--- config.mk ---
export PLATFORM = sky130hd
export DESIGN_NAME = ucca_violation_handler_flat
export DESIGN_NICKNAME = d
export VERILOG_FILES = /design/src/rtl/ucca_violation_handler_pkg.sv /design/src/rtl/ucca_violation_handler_if.sv /design/src/rtl/ucca_violation_regs.sv /design/src/rtl/ucca_violation_handler.sv /design/src/flat_wrapper.sv
export SDC_FILE = /design/constraint.sdc
export NUM_CORES = 1
export LEC_CHECK = 0
export ABC_AREA = 1
export BUFFER_PORTS_ARGS = -buffer_cell sky130_fd_sc_hd__buf_2
export CAP_MARGIN = 20
export CORE_UTILIZATION = 25
export DETAILED_ROUTE_END_ITERATION = 6
export GPL_TIMING_DRIVEN = 1
export PLACE_DENSITY_LB_ADDON = 0.15
export SETUP_SLACK_MARGIN = 0.4
export SLEW_MARGIN = 20
export SYNTH_ARGS = -nofsm -noshare
export SYNTH_HDL_FRONTEND = slang
export SYNTH_SLANG_ARGS = --single-unit
--- constraint.sdc ---
create_clock -name clk -period 1.9 [get_ports clk]
set_clock_uncertainty 0.15 [all_clocks]
set_input_delay 0 -clock clk [delete_from_list [all_inputs] [get_ports clk]]
set_output_delay 0 -clock clk [all_outputs]
set_load 0.05 [all_outputs]
--- src/rtl/ucca_violation_handler_pkg.sv ---
// Shared types and constants for the UCCA violation handler: FSM encoding,
// register offsets and STATUS bit positions.
package ucca_violation_handler_pkg;

  typedef enum logic [1:0] {
    ST_IDLE  = 2'd0,
    ST_HOLD  = 2'd1,
    ST_DRAIN = 2'd2
  } state_t;

  localparam logic [15:0] OFF_STATUS = 16'd0;
  localparam logic [15:0] OFF_VPC    = 16'd2;
  localparam logic [15:0] OFF_VCOUNT = 16'd4;

  localparam int BIT_RET = 0;
  localparam int BIT_STK = 1;
  localparam int BIT_OVF = 15;

  localparam logic [15:0] STATUS_MASK = 16'h8003;

  // Word-aligned match: bit 0 of the byte address is ignored.
  function automatic logic addr_hit(input logic [15:0] addr,
                                    input logic [15:0] base,
                                    input logic [15:0] off);
    logic [15:0] target;
    target = base + off;
    return addr[15:1] == target[15:1];
  endfunction

endpackage

--- src/rtl/ucca_violation_handler_if.sv ---
// Peripheral data bus between the core and the violation handler registers.
interface ucca_violation_handler_if;
  logic        data_en;
  logic        data_wr;
  logic [15:0] data_addr;
  logic [15:0] data_in;
  logic [15:0] data_out;

  modport master (output data_en, data_wr, data_addr, data_in, input data_out);
  modport slave  (input data_en, data_wr, data_addr, data_in, output data_out);
endinterface

--- src/rtl/ucca_violation_regs.sv ---
// Sticky diagnostic registers (STATUS, VPC, VCOUNT) with W1C status bits
// and a registered read mux; cleared only by system_reset.
module ucca_violation_regs
  import ucca_violation_handler_pkg::*;
#(
  parameter logic [15:0] BASE_ADDR = 16'h0170
) (
  input  logic                     clk,
  input  logic                     system_reset,
  ucca_violation_handler_if.slave  bus,
  input  logic                     set_en,
  input  logic                     set_ret,
  input  logic                     set_stk,
  input  logic                     capture,
  input  logic [15:0]              pc
);

  logic [15:0] status_q, vpc_q, vcount_q;
  logic [15:0] status_set, status_clr, status_d;
  logic [15:0] rdata_d;
  logic        sel_status, sel_vpc, sel_vcount;
  logic        count_full;

  always_comb begin
    sel_status = bus.data_en & addr_hit(bus.data_addr, BASE_ADDR, OFF_STATUS);
    sel_vpc    = bus.data_en & addr_hit(bus.data_addr, BASE_ADDR, OFF_VPC);
    sel_vcount = bus.data_en & addr_hit(bus.data_addr, BASE_ADDR, OFF_VCOUNT);
    count_full = (vcount_q == 16'hFFFF);

    status_set          = '0;
    status_set[BIT_RET] = set_en & set_ret;
    status_set[BIT_STK] = set_en & set_stk;
    status_set[BIT_OVF] = capture & count_full;

    status_clr = (sel_status & bus.data_wr) ? (bus.data_in & STATUS_MASK) : '0;
    // Clear first, then set, so a same-cycle hardware event is never lost.
    status_d   = (status_q & ~status_clr) | status_set;

    rdata_d = '0;
    if (!bus.data_wr) begin
      if (sel_status)      rdata_d = status_q;
      else if (sel_vpc)    rdata_d = vpc_q;
      else if (sel_vcount) rdata_d = vcount_q;
    end
  end

  always_ff @(posedge clk) begin
    if (system_reset) begin
      status_q     <= '0;
      vpc_q        <= '0;
      vcount_q     <= '0;
      bus.data_out <= '0;
    end else begin
      status_q     <= status_d;
      bus.data_out <= rdata_d;
      if (capture) begin
        vpc_q <= pc;
        if (!count_full) vcount_q <= vcount_q + 16'd1;
      end
    end
  end

endmodule

--- src/rtl/ucca_violation_handler.sv ---
// Turns UCCA monitor reset requests into a fixed-length core reset pulse and
// feeds the sticky diagnostic registers.
module ucca_violation_handler
  import ucca_violation_handler_pkg::*;
#(
  parameter logic [15:0] BASE_ADDR   = 16'h0170,
  parameter int          HOLD_CYCLES = 8,
  parameter int          CNT_W       = 4
) (
  input  logic                     clk,
  input  logic                     system_reset,
  input  logic                     return_reset,
  input  logic                     stack_reset,
  input  logic [15:0]              pc,
  ucca_violation_handler_if.slave  bus,
  output logic                     reset_out
);

  // state | meaning
  // IDLE  | armed, waiting for a violation request
  // HOLD  | driving reset_out, counter runs HOLD_CYCLES-1 down to 0
  // DRAIN | pulse done, waiting for every request to drop before re-arming

  localparam logic [CNT_W-1:0] CNT_LOAD = CNT_W'(HOLD_CYCLES - 1);

  state_t           state_q, state_d;
  logic [CNT_W-1:0] cnt_q, cnt_d;
  logic             viol, capture, set_en;

  assign viol = return_reset | stack_reset;

  always_comb begin
    state_d = state_q;
    cnt_d   = cnt_q;
    capture = 1'b0;
    set_en  = 1'b0;
    case (state_q)
      ST_IDLE: begin
        if (viol) begin
          state_d = ST_HOLD;
          cnt_d   = CNT_LOAD;
          capture = 1'b1;
          set_en  = 1'b1;
        end
      end
      ST_HOLD: begin
        set_en = 1'b1;
        if (cnt_q == '0) state_d = ST_DRAIN;
        else             cnt_d   = cnt_q - CNT_W'(1);
      end
      ST_DRAIN: begin
        if (!viol) state_d = ST_IDLE;
      end
      default: state_d = ST_IDLE;
    endcase
  end

  always_ff @(posedge clk) begin
    if (system_reset) begin
      state_q   <= ST_IDLE;
      cnt_q     <= '0;
      reset_out <= 1'b0;
    end else begin
      state_q   <= state_d;
      cnt_q     <= cnt_d;
      reset_out <= (state_d == ST_HOLD);
    end
  end

  ucca_violation_regs #(.BASE_ADDR(BASE_ADDR)) u_regs (
    .clk          (clk),
    .system_reset (system_reset),
    .bus          (bus),
    .set_en       (set_en),
    .set_ret      (return_reset),
    .set_stk      (stack_reset),
    .capture      (capture),
    .pc           (pc)
  );

endmodule
--- src/flat_wrapper.sv ---
// flat-port wrapper written by rule: the top's interface ports become plain ports
module ucca_violation_handler_flat import ucca_violation_handler_pkg::*;
#(
  parameter logic [15:0] BASE_ADDR   = 16'h0170,
  parameter int          HOLD_CYCLES = 8,
  parameter int          CNT_W       = 4
)
  (clk, system_reset, return_reset, stack_reset, pc, reset_out, bus_data_en, bus_data_wr, bus_data_addr, bus_data_in, bus_data_out);
  ucca_violation_handler_if bus_i ();
  input  logic clk;
  input  logic system_reset;
  input  logic return_reset;
  input  logic stack_reset;
  input  logic [15:0] pc;
  output logic reset_out;
  input wire logic [$bits(bus_i.data_en)-1:0] bus_data_en;
  input wire logic [$bits(bus_i.data_wr)-1:0] bus_data_wr;
  input wire logic [$bits(bus_i.data_addr)-1:0] bus_data_addr;
  input wire logic [$bits(bus_i.data_in)-1:0] bus_data_in;
  output wire logic [$bits(bus_i.data_out)-1:0] bus_data_out;
  assign bus_i.data_en = bus_data_en;
  assign bus_i.data_wr = bus_data_wr;
  assign bus_i.data_addr = bus_data_addr;
  assign bus_i.data_in = bus_data_in;
  assign bus_data_out = bus_i.data_out;
  ucca_violation_handler #(.BASE_ADDR(BASE_ADDR), .HOLD_CYCLES(HOLD_CYCLES), .CNT_W(CNT_W)) u_core (.clk(clk), .system_reset(system_reset), .return_reset(return_reset), .stack_reset(stack_reset), .pc(pc), .bus(bus_i), .reset_out(reset_out));
endmodule
[Word-level counts from Yosys, hierarchy flattened]
Cells that the tools add are included.
Storage, ports and cells
  memory bits (writable): 0
  word-level logic and storage cells: 50
  bits in registers: 71
  bits in latches: 0
  memory bits (read-only): 0
  output and inout bits: 17
  bits of input ports: 54
  memories kept: 0
Operators by class
  shift operators: 0
  $add $sub $neg: 2
  div/mod/pow operators: 0
  multiply operators: 0
  equality and inequality tests: 9
  reduce and logical (&&, ||, !) cells: 6
  bitwise operators: 12
  muxes and demuxes: 14
  $lt $le $gt $ge: 0
Operators by type and width (number)
  16-bit 2-to-1 mux: 4
  15-bit by 8-bit equality test with 1-bit output, second input constant: 3
  16-bit by 1-bit adder with 16-bit output, second input constant: 1
  16-bit AND: 1
  16-bit equality test, second input constant: 1
  16-bit inverter: 1
  16-bit bitwise OR: 1
  4-bit 2-to-1 mux: 2
  4-bit case mux with 2 select lines: 1
  1-bit AND: 7
  2-bit 2-to-1 mux: 3
  2-bit case mux with 3 select lines: 1
  2-bit by 1-bit equality test with 1-bit output, second input constant: 2
  4-bit zero test: 1
  4-bit by 1-bit subtractor with 4-bit output, second input constant: 1
  3-bit AND reduction: 1
  2-bit equality test, second input constant: 1
  2-bit zero test: 1
  1-bit 2-to-1 mux: 2
  2-bit by 1-bit != test with 1-bit output, second input constant: 1
  2-bit != test, second input constant: 1
  1-bit case mux with 2 select lines: 1
  2-bit AND reduction: 1
  2-bit nonzero test: 1
  other kinds (3): 3

[Longest topological paths before layout]
Gate-level depths: netlist of run 1.
  depth in word-level cells: 7
  mapped depth: 11
  gate-level depth less buffers: 10

[Cells and area by module]
From an unflattened synthesis of run 1, not the netlist that was laid out.
Unflattened totals
  cell total of the unflattened synthesis: 419
  area total of the unflattened synthesis: 2860.2 um2
By module, submodules not included
  ucca_violation_regs: instances 1, cells each 366, area each 2494.9 um2
  ucca_violation_handler: instances 1, cells each 53, area each 365.4 um2

[Worst setup path after synthesis of run 1]
OpenSTA, ideal clock, no wires.
  kind: register -> register
  start: register u_core.u_regs.vcount_q[0]
  end: register u_core.u_regs.vcount_q[15]
  setup slack: 305 ps
  setup time: 115 ps
  data arrival time: 1330 ps
  clock period less this slack: 1595 ps
  buffers on the path: 1
  stages on the path, launching flop included: 10
  path through: dfxtp_1 > ha_1 > nand2_1 > inv_2 > nand3_4 > nor2_1 > nor2_2 > buf_6 > a21oi_1 > nor2_1
Between the ends
  cells in the longest elaborated chain, start to end: 3
  elaborated cells between the ends (all ways): 4
  classes of those cells: add/sub (1); eq/ne (1); bitwise (1); reduce/logical (1)
RTL lines
  start, declared: line ucca_violation_regs.sv:18  | logic [15:0] status_q, vpc_q, vcount_q;
  start signal, assigned: line ucca_violation_regs.sv:58  | if (!count_full) vcount_q <= vcount_q + 16'd1;
  branches (longest 3 deep; another with 16-bit by 1-bit adder with 16-bit output)
Parallel ways; which one is timed is not known.
A chain may end at the register's enable or synchronous reset.

[Worst setup path in the final report of run 1]
  start: register u_core.u_regs.vcount_q[1]
  end: register u_core.u_regs.vcount_q[5]
Same word-level chain as after synthesis.

==> impl_metrics.json, run 1 <==
{
  "synth_seq_area_share_pct": 42.8,
  "cp.required_ps": 2020,
  "clk_pin_slew_worst_paths_ps": 70,
  "vdd_ir_drop_max_mv": 0.316,
  "cts_sinks": 58,
  "rsz0062_at_grt": "true",
  "die_area_um2": 11300,
  "place_area_um2": 3210,
  "cap_viol_max_count": 0,
  "grt_max_degree": 21,
  "syn_avg_cell_area_um2": 6.81,
  "hold_end": "u_core.state_q[1]",
  "slew_headroom_pct": 68.3,
  "cts_made_buffers": 9,
  "use_met1_pct": 17.7,
  "grt_use_total_pct": 14.4,
  "cts_tree": "done",
  "r2r-start": "u_core.u_regs.vcount_q[1]",
  "hp-class": "in -> reg",
  "fmax_mhz": 632,
  "grt_overflow": 0,
  "ys_types": 28,
  "worstSkewPairLatency_ps": 340,
  "num_vias": 2730,
  "power_mw": 3.13,
  "grt_pass1_wl_um": 12600,
  "num_rows": 37,
  "nets": 563,
  "die_w_um": 106,
  "hold_viol_final": 0,
  "postRouteAntennaNets": 0,
  "via_per_inst": 4.22,
  "rrSetupSlack_ps": 320,
  "num_io_pins": 71,
  "fin_ws_ps": 318,
  "worst_setup_path_end_kind": "flop",
  "drive_above_1_share_pct": 30.9,
  "fin_util_pct": 38.2,
  "design_area_um2": 3970,
  "core_um2": 10400,
  "tightest_slew_ps": 474,
  "setup_tns_ps": 0,
  "htreeDepth": 3,
  "final_common_cell": "nor2_1",
  "syn_nets": 454,
  "numPlacedInstances": 587,
  "cp_max_fo": 7,
  "start_kind": "flop",
  "initial_utilization_pct": 26.0,
  "area_delta_synth_final_pct": 46.6,
  "grtUsageMet2_pct": 23.7,
  "holdWs_ps": 56.4,
  "power_density_nw_per_um2": 787,
  "die_height_um": 106,
  "status": "complete, no violations",
  "antenna_cells": 0,
  "place.gp.congestion": 0.792,
  "holdPathStages": 4,
  "clockRootBuffer": "clkbuf_8",
  "drv_slew": 0,
  "cts_max_path_buffers": 2,
  "finalCriticalPeriod_ps": 1580,
  "yosys_warnings": 0,
  "dp_hpwl_um": 5030,
  "p_leak_nw": 1.70,
  "setup_viol": 0,
  "port_buffers": 56,
  "worstReg2RegEnd": "u_core.u_regs.vcount_q[5]",
  "busiest_layer": "met2",
  "mostFrequentLayoutCells": "102 x nor2_1, 62 x nand2_1, 56 x buf_2, 48 x dfxtp_1, 33 x inv_1",
  "drt-total-wl_um": 7320,
  "synth_area_um2": 2710,
  "synth_cells": 398,
  "synth.ff_latch_count": 58,
  "drt_first_pass_iters": 4,
  "worstHoldStart": "return_reset",
  "fin_cells": 647,
  "fin_crit_sh_pct": 83.3,
  "antenna_found_initial": 0,
  "crit_type": "reg -> reg",
  "post-place-ws_ps": 84.7,
  "drc": 0,
  "met3_usage_pct": 4.11,
  "rr_worst_depth": 8,
  "grt_pass1_vias": 2686,
  "drtIter0Drc": 100,
  "routedWlPerCell_um": 11.3,
  "cp_data_arrival_time_ps": 1700
}
## what timing repair did
| action | in CTS | in global routing |
|---|---|---|
| pin swaps | 8 | 19 |
| hold endpoints to repair | 25 | 0 |
| cloned | 0 | 1 |
| buffers inserted | 12 | 8 |
| hold buffers | 24 | 0 |
| endpoints found under the setup margin | 22 | 32 |
| gates resized for setup | 25 | 25 |
## synth_stat cells (all sizes together)
cell | count | area (um^2)
clkbuf | 5 | 18.8
ha | 2 | 25.0
nor4 | 1 | 6.26
nand3 | 13 | 82.6
o21ai | 46 | 241
a21oi | 21 | 120
inv | 41 | 154
dfxtp | 58 | 1160
nor2 | 115 | 452
or3 | 1 | 6.26
buf | 9 | 57.6
xnor2 | 1 | 8.76
xor2 | 4 | 35.0
nand2 | 70 | 265
nand4 | 5 | 31.3
nor3 | 6 | 46.3
## registers in the layout (all words and copies together) (netlist names)
signal                      cells
u_core.cnt_q                    4
u_core.reset_out                1
u_core.state_q                  2
u_core.u_regs.bus.data_out     16
u_core.u_regs.status_q          3
u_core.u_regs.vcount_q         16
u_core.u_regs.vpc_q            16
## worst max-delay path: stages (launching register included)
cell and delay, ps:
dfxtp_4 360, ha_4 140, nand2_4 70, inv_4 70
nand3_4 90, o21ai_4 260, clkbuf_16 200, nand2_1 60
a21oi_2 120
## kinds of logic (layout without fill, tap and decap cells)
kind of cell / after synthesis / count (layout) / synth area share (%)
flops: 58 / 58 / 42.8
fa+ha+maj: 2 / 2 / 0.923
xor+xnor: 5 / 5 / 1.62
buf+inv: 55 / 168 / 8.49
compound gates: 67 / 67 / 13.3
simple gates: 211 / 211 / 32.8
## routing by layer
layer  vias up  part of all wire (%)
met1      1197                    47
met2        53                    46
met4         0                   1.4
met5         -                     0
met3         8                   5.4
li1       1472                     -
## where the power goes
group          total [mW]  switching, mW  internal [mW]
Clock                1.14          0.507          0.629
Sequential           1.36         0.0533           1.31
Combinational       0.628          0.335          0.293
## worst max-delay path by stage
stage	from	endpoint	cells past startpoint
2_1_floorplan	u_core.u_regs.vcount_q[1]	u_core.u_regs.vcount_q[2]	8
3_3_place_gp	u_core.u_regs.vcount_q[1]	u_core.u_regs.vcount_q[6]	8
3_5_place_dp	u_core.u_regs.vcount_q[1]	u_core.u_regs.vcount_q[12]	9
4_1_cts	u_core.u_regs.vcount_q[0]	u_core.u_regs.vcount_q[9]	11
5_1_grt	u_core.u_regs.vcount_q[5]	u_core.u_regs.vcount_q[10]	9
6_report	u_core.u_regs.vcount_q[1]	u_core.u_regs.vcount_q[5]	8
## final cells by class
cell class	instances	area (um^2)
clock buffer	10	138
timing repair buffer	112	823
sequential	58	1190
clock inverter	5	55.1
inverter	41	164
fill	1127	6440
tap	136	170
multi-input combinational	285	1440
(Power assumes the default switching activity.)
==> run 2: changes to the inputs <==
==> constraint.sdc (replaced) <==
create_clock -name clk -period 1.6 [get_ports clk]
set_clock_uncertainty 0.15 [all_clocks]
set_input_delay 0 -clock clk [delete_from_list [all_inputs] [get_ports clk]]
set_output_delay 0 -clock clk [all_outputs]
set_load 0.05 [all_outputs]
==> run 2 against run 1 <==
Final cell count rose by 4.3%. Register-to-register slack got worse by 290 ps. Routed wire length rose by 13%. Sequential power rose by 20%. Global-route usage rose by 1.2 points. Sequential share of layout area fell by 4.0 points. Critical path depth rose by 1. Worst hold slack got worse by 28 ps. Count of clock-buffer cells in the layout rose by 2. Via count rose by 6.4%. Worst setup slack got worse by 290 ps. Clock power rose by 37%. Critical endpoint is now u_core.u_regs.vcount_q[12]. Largest cell class unchanged. Highest routed layer unchanged.
==> impl_metrics.json, run 2 (same netlist as run 1, synthesis figures left out) <==
{
  "status": "complete, no violations",
  "fin_ws_ps": 27.9,
  "p_seq_share_pct": 37.3,
  "netSwitchingPower_mw": 1.27,
  "drv_slew": 0,
  "hold_end": "u_core.u_regs.bus.data_out[1]",
  "cp_max_fo": 7,
  "initial_utilization_pct": 26.0,
  "fin_util_pct": 43.8,
  "num_io_pins": 71,
  "cts_max_path_buffers": 2,
  "antenna_cells": 0,
  "finalCriticalPeriod_ps": 1570,
  "worst_setup_path_end_kind": "flop",
  "clockRootBuffer": "clkbuf_8",
  "p_int_mw": 3.12,
  "p_clk_share_pct": 35.6,
  "rrSetupSlack_ps": 30,
  "place.gp.congestion": 0.759,
  "core_um2": 10400,
  "die_w_um": 106,
  "fin_crit_sh_pct": 98.3,
  "worstReg2RegEnd": "u_core.u_regs.vcount_q[12]",
  "drc": 0,
  "routedWlPerCell_um": 12.3,
  "top_regs": "u_core.u_regs.bus.data_out: 16 flops, u_core.u_regs.vcount_q: 16 flops, u_core.u_regs.vpc_q: 16 flops",
  "wl_met3_um": 338,
  "crit_type": "reg -> reg",
  "hp-class": "in -> reg",
  "final_common_cell": "nor2_1",
  "register_area_um2": 1180,
  "clk_pin_slew_worst_paths_ps": 70,
  "rr_worst_depth": 9,
  "r2r-start": "u_core.u_regs.vcount_q[0]",
  "hold_viol_final": 0,
  "wl_met2_um": 3960,
  "multiInputGateArea_um2": 1690,
  "postRouteAntennaNets": 0,
  "drt-total-wl_um": 8300,
  "tightest_slew_ps": 351,
  "grt_pass1_vias": 2857,
  "drt_first_pass_iters": 4,
  "p_leak_nw": 1.89,
  "met1_length_um": 3850,
  "vdd_ir_drop_max_mv": 0.526,
  "num_rows": 37,
  "holdPathStages": 5,
  "post-place-ws_ps": 16.8,
  "die_height_um": 106,
  "worstSkewPairLatency_ps": 350,
  "combPwrFrac_pct": 27.1,
  "mostFrequentLayoutCells": "84 x nor2_1, 56 x buf_2, 54 x nand2_1, 49 x dfxtp_1, 43 x buf_4",
  "drive_above_1_share_pct": 41.9,
  "cts_made_buffers": 9,
  "cts_sinks": 58,
  "grt_pass1_wl_um": 13500,
  "dp_hpwl_um": 5590,
  "num_vias": 2906,
  "worstHoldStart": "bus_data_addr[2]",
  "antenna_found_initial": 0,
  "grt_max_degree": 24,
  "drtIter0Drc": 77,
  "port_buffers": 56,
  "grt_use_total_pct": 15.6,
  "cp.required_ps": 1690,
  "cap_viol_max_count": 0,
  "setup_viol": 0,
  "start_kind": "flop",
  "nFillCells": 1063,
  "cp_data_arrival_time_ps": 1660,
  "switching_share_pct": 28.9,
  "rsz0062_at_grt": "true",
  "htreeDepth": 3,
  "die_area_um2": 11300,
  "area_delta_synth_final_pct": 68.2,
  "nets": 590,
  "power_density_nw_per_um2": 963,
  "cts_tree": "done",
  "via_per_inst": 4.31,
  "fmax_mhz": 636,
  "maxUsedRoutingLayer": "met4",
  "slew_headroom_pct": 76.6,
  "grt_overflow": 0
}
[run 2: worst max path at each step]
stage	slack, ps	cells after the start	from	end
after floorplan	120	8	u_core.u_regs.vcount_q[1]	u_core.u_regs.vcount_q[14]
after global placement	30	8	u_core.u_regs.vcount_q[0]	u_core.u_regs.vcount_q[12]
after detailed placement	20	8	u_core.u_regs.vcount_q[0]	u_core.u_regs.vcount_q[12]
after CTS	60	10	u_core.u_regs.vcount_q[0]	u_core.u_regs.vcount_q[7]
after global routing	-30	8	u_core.u_regs.vcount_q[0]	u_core.u_regs.vcount_q[12]
final	30	9	u_core.u_regs.vcount_q[0]	u_core.u_regs.vcount_q[12]
[run 2: power groups by stage]
stage	sequential (mW)	combinational, mW	clock (mW)
2_1_floorplan	1.66	0.446	0
3_3_place_gp	1.66	0.662	0
3_5_place_dp	1.66	0.669	0
4_1_cts	1.63	0.981	1.61
5_1_grt	1.64	1.29	1.70
6_report	1.63	1.19	1.56
[run 2: routing by layer]
metal	vias to the layer above	global-route usage [%]
met2	50	25.6
met5	-	0
met3	12	5.03
met4	0	5.56
li1	1532	-
met1	1312	19.0
[run 2: worst max-delay path, cell delays in order, from the launching register on]
cell,delay (ps)
dfxtp_4,370
ha_4,150
nand2_4,70
inv_4,70
nand3_4,100
nor2_4,140
nor2_4,70
clkbuf_16,170
a21oi_1,120
nor2_1,50
[run 2: per-stage QoR]
step	instances	area, um^2	hold slack (ps)	power, mW	setup TNS (ps)
4_1_cts	667	4240	31.4	4.22	0
3_3_place_gp	614	3490	74.1	2.32	0
3_5_place_dp	614	3490	91.4	2.33	0
5_1_grt	675	4560	47.5	4.63	-176
6_report	675	4560	28.8	4.39	0
2_1_floorplan	398	2820	-15.1	2.11	0
[run 2: timing repair]
item | 4_1_cts | 5_1_grt
hold buffers | 23 | 2
pin swaps | 11 | 12
buffers inserted | 11 | 6
cloned | 3 | 2
endpoints found under the setup margin | 39 | 54
gates resized for setup | 44 | 63
endpoints found under the hold margin | 36 | 21
[run 2: area by class of cell]
class | count | area share (%)
multi-input combinational | 285 | 37.0
sequential | 58 | 25.8
timing repair buffer | 138 | 24.5
inverter | 41 | 3.73
tap | 136 | 3.73
clock buffer | 12 | 3.40
clock inverter | 4 | 1.62
timing repair inverter | 1 | 0.165
==> run 3: changes to the inputs <==
--- a/config.mk
+++ b/config.mk
@@ -16,4 +16,5 @@
 export SLEW_MARGIN = 20
 export SYNTH_ARGS = -nofsm -noshare
 export SYNTH_HDL_FRONTEND = slang
+export SYNTH_HIERARCHICAL = 1
 export SYNTH_SLANG_ARGS = --single-unit
==> run 3 against run 2 <==
The run now ends with hold timing left. Total power up 7.7%. Worst setup slack gained 40 ps. Sequential share of layout area is essentially flat. Fmax up 2.6%. Count of clock-buffer cells in the layout fell by 2. First-iteration DRC count grew 95%. Sequential power up 3%. Critical path depth fell by 1. Core utilization fell by 1.9 points.
==> impl_metrics.json, run 3 <==
{
  "drt_first_pass_iters": 5,
  "port_buffers": 56,
  "initial_utilization_pct": 26.0,
  "antenna_cells": 0,
  "top_regs": "u_core/u_regs/bus.data_out: 16 flops, u_core/u_regs/vcount_q: 16 flops, u_core/u_regs/vpc_q: 16 flops",
  "worstSkewPairLatency_ps": 320,
  "yosysMostFrequentCell": "nor2_1",
  "hold_viol_final": 1,
  "failed_checks": "hold timing",
  "holdWs_ps": -20.1,
  "slew_headroom_pct": 39.4,
  "htreeDepth": 3,
  "cap_viol_max_count": 0,
  "cp_data_arrival_time_ps": 1590,
  "num_io_pins": 71,
  "switching_share_pct": 29.5,
  "routedWlPerCell_um": 12.6,
  "final_common_cell": "nor2_1",
  "power_mw": 4.73,
  "combPwrFrac_pct": 24.4,
  "async_flop_share_pct": 0,
  "via_per_inst": 4.39,
  "synth-edff-count": 0,
  "grt_pass1_vias": 2790,
  "dp_hpwl_um": 5530,
  "cts_max_path_buffers": 2,
  "cts_tree": "done",
  "p_leak_nw": 1.87,
  "cts_made_buffers": 9,
  "cp.required_ps": 1660,
  "nFillCells": 1135,
  "worst_setup_path_end_kind": "flop",
  "grt_overflow": 0,
  "fmax_mhz": 653,
  "grt_pass1_wl_um": 13300,
  "power_density_nw_per_um2": 1030,
  "num_rows": 38,
  "setup_viol": 0,
  "tightest_slew_ps": 908,
  "rsz0062_at_grt": "true",
  "fin_util_pct": 41.8,
  "netSwitchingPower_mw": 1.39,
  "postRouteAntennaNets": 0,
  "cts_sinks": 58,
  "drc": 0,
  "synth_area_um2": 2860,
  "clockRootBuffer": "clkbuf_16",
  "grt_max_degree": 22,
  "yosysTopAreaCellShare_pct": 40.6,
  "place.gp.congestion": 0.806,
  "grt_use_total_pct": 14.5,
  "num_vias": 3007,
  "synthFlopType": "dfxtp_1",
  "core_um2": 11000,
  "synth_cells": 419,
  "p_int_mw": 3.33,
  "syn_avg_cell_area_um2": 6.83,
  "yosys_warnings": 6,
  "crit_type": "reg -> reg",
  "die_area_um2": 11900,
  "drt-total-wl_um": 8610,
  "p_clk_share_pct": 40.1,
  "drtIter0Drc": 150,
  "start_kind": "flop",
  "finalCriticalPeriod_ps": 1530,
  "drv_slew": 0,
  "cp_max_fo": 12,
  "vdd_ir_drop_max_mv": 0.447,
  "area_delta_synth_final_pct": 60.7,
  "antenna_found_initial": 0,
  "nets": 596,
  "synth_seq_area_share_pct": 40.6,
  "synth_area_leaders": "dfxtp_1 41%, nor2_1 15%, nand2_1 10%",
  "drive_above_1_share_pct": 41.7,
  "die_height_um": 109,
  "post-synth-top-area-cell": "dfxtp_1",
  "synth.ff_latch_count": 58,
  "hp-class": "in -> reg",
  "mostFrequentLayoutCells": "87 x nor2_1, 63 x nand2_1, 54 x buf_2, 48 x dfxtp_1, 27 x inv_1",
  "ys_types": 25,
  "synth_common_cells": "111 x nor2_1, 76 x nand2_1, 58 x dfxtp_1, 36 x inv_1, 27 x o21ai_0",
  "clk_pin_slew_worst_paths_ps": 60,
  "p_seq_share_pct": 35.5,
  "syn_nets": 475,
  "status": "complete, but fails checks",
  "die_w_um": 109,
  "fin_crit_sh_pct": 95.7
}
==> run 3: cell types whose count changed after synthesis, sizes merged, moves of 2 or more <==
cell | before | now
nor2 | 115 | 118
nand2 | 70 | 86
nor3 | 6 | 1
nand3 | 13 | 19
xor2 | 4 | 10
nand4 | 5 | 7
o21ai | 46 | 38
or2 | 0 | 2
==> run 3: worst paths after layout <==
kind / startpoint / slack [ps] / depth (start not counted) / end
max: u_core/u_regs/vcount_q[15] / 70 / 8 / u_core/u_regs/vcount_q[6]
min: return_reset / -20 / 4 / u_core/state_q[1]
max reg2reg: u_core/u_regs/vcount_q[15] / 70 / 8 / u_core/u_regs/vcount_q[6]
min reg2reg: u_core/cnt_q[1] / 320 / 2 / u_core/cnt_q[1]
==> run 3: power groups by stage <==
stage	logic [mW]	registers (mW)	clock network [mW]
2_1_floorplan	0.478	1.68	0
3_3_place_gp	0.637	1.68	0
3_5_place_dp	0.640	1.69	0
4_1_cts	0.927	1.66	1.95
5_1_grt	1.26	1.69	2.00
6_report	1.15	1.68	1.90
==> run 3: layer usage <==
metal  share of wire (%)  track usage [%]
met3                 2.8             2.63
met4                0.51             5.79
met1                  46             18.6
met2                  51             23.9
met5                   0                0
==> run 3: layout make-up <==
| class | count | area (um^2) | share of cell area, % |
|---|---|---|---|
| Tap cell | 140 | 175 | 3.81 |
| Clock buffer | 10 | 229 | 4.98 |
| Timing Repair Buffer | 122 | 990 | 21.5 |
| Sequential cell | 58 | 1190 | 25.8 |
| Timing Repair inverter | 1 | 7.51 | 0.163 |
| Clock inverter | 6 | 67.6 | 1.47 |
| Multi-Input combinational cell | 306 | 1760 | 38.3 |
| Inverter | 42 | 180 | 3.92 |
==> run 3: critical path, stage by stage (launching register included) <==
cell and delay, ps:
dfxtp_1 350, inv_1 120, nor3_4 240, nand3_4 130
nand2_8 130, buf_12 120, inv_12 40, nand2_1 70
a21oi_2 50
==> run 3: logic make-up (layout without fill, tap and decap cells) <==
kind of cell               after synthesis  count (layout)  synth area share (%)
buffers and inverters                   56             181                  8.53
xor gates and xnor gates                10              10                  3.06
DFF                                     58              58                  40.6
adders and majority gates                2               2                 0.875
AOI/OAI and AO/OA                       60              60                  10.5
and+or+nand+nor                        233             234                  36.4
==> run 3: per-stage QoR <==
stage | setup TNS (ps) | worst slack (ps) | instance area, um^2 | cells
3_5_place_dp | 0 | 13.2 | 3400 | 616
4_1_cts | 0 | 83.9 | 4170 | 666
2_1_floorplan | 0 | 149 | 2940 | 419
6_report | 0 | 68.4 | 4600 | 685
3_3_place_gp | 0 | 26.2 | 3400 | 616
5_1_grt | -44.9 | -13.0 | 4600 | 685
==> run 3: what timing repair did <==
item | 4_1_cts | 5_1_grt
hold buffers | 20 | 6
pin swaps | 9 | 51
buffers inserted | 13 | 11
gates cloned | 1 | 3
hold endpoints to repair | 29 | 9
endpoints found under the setup margin | 41 | 58
gates resized for setup | 34 | 97
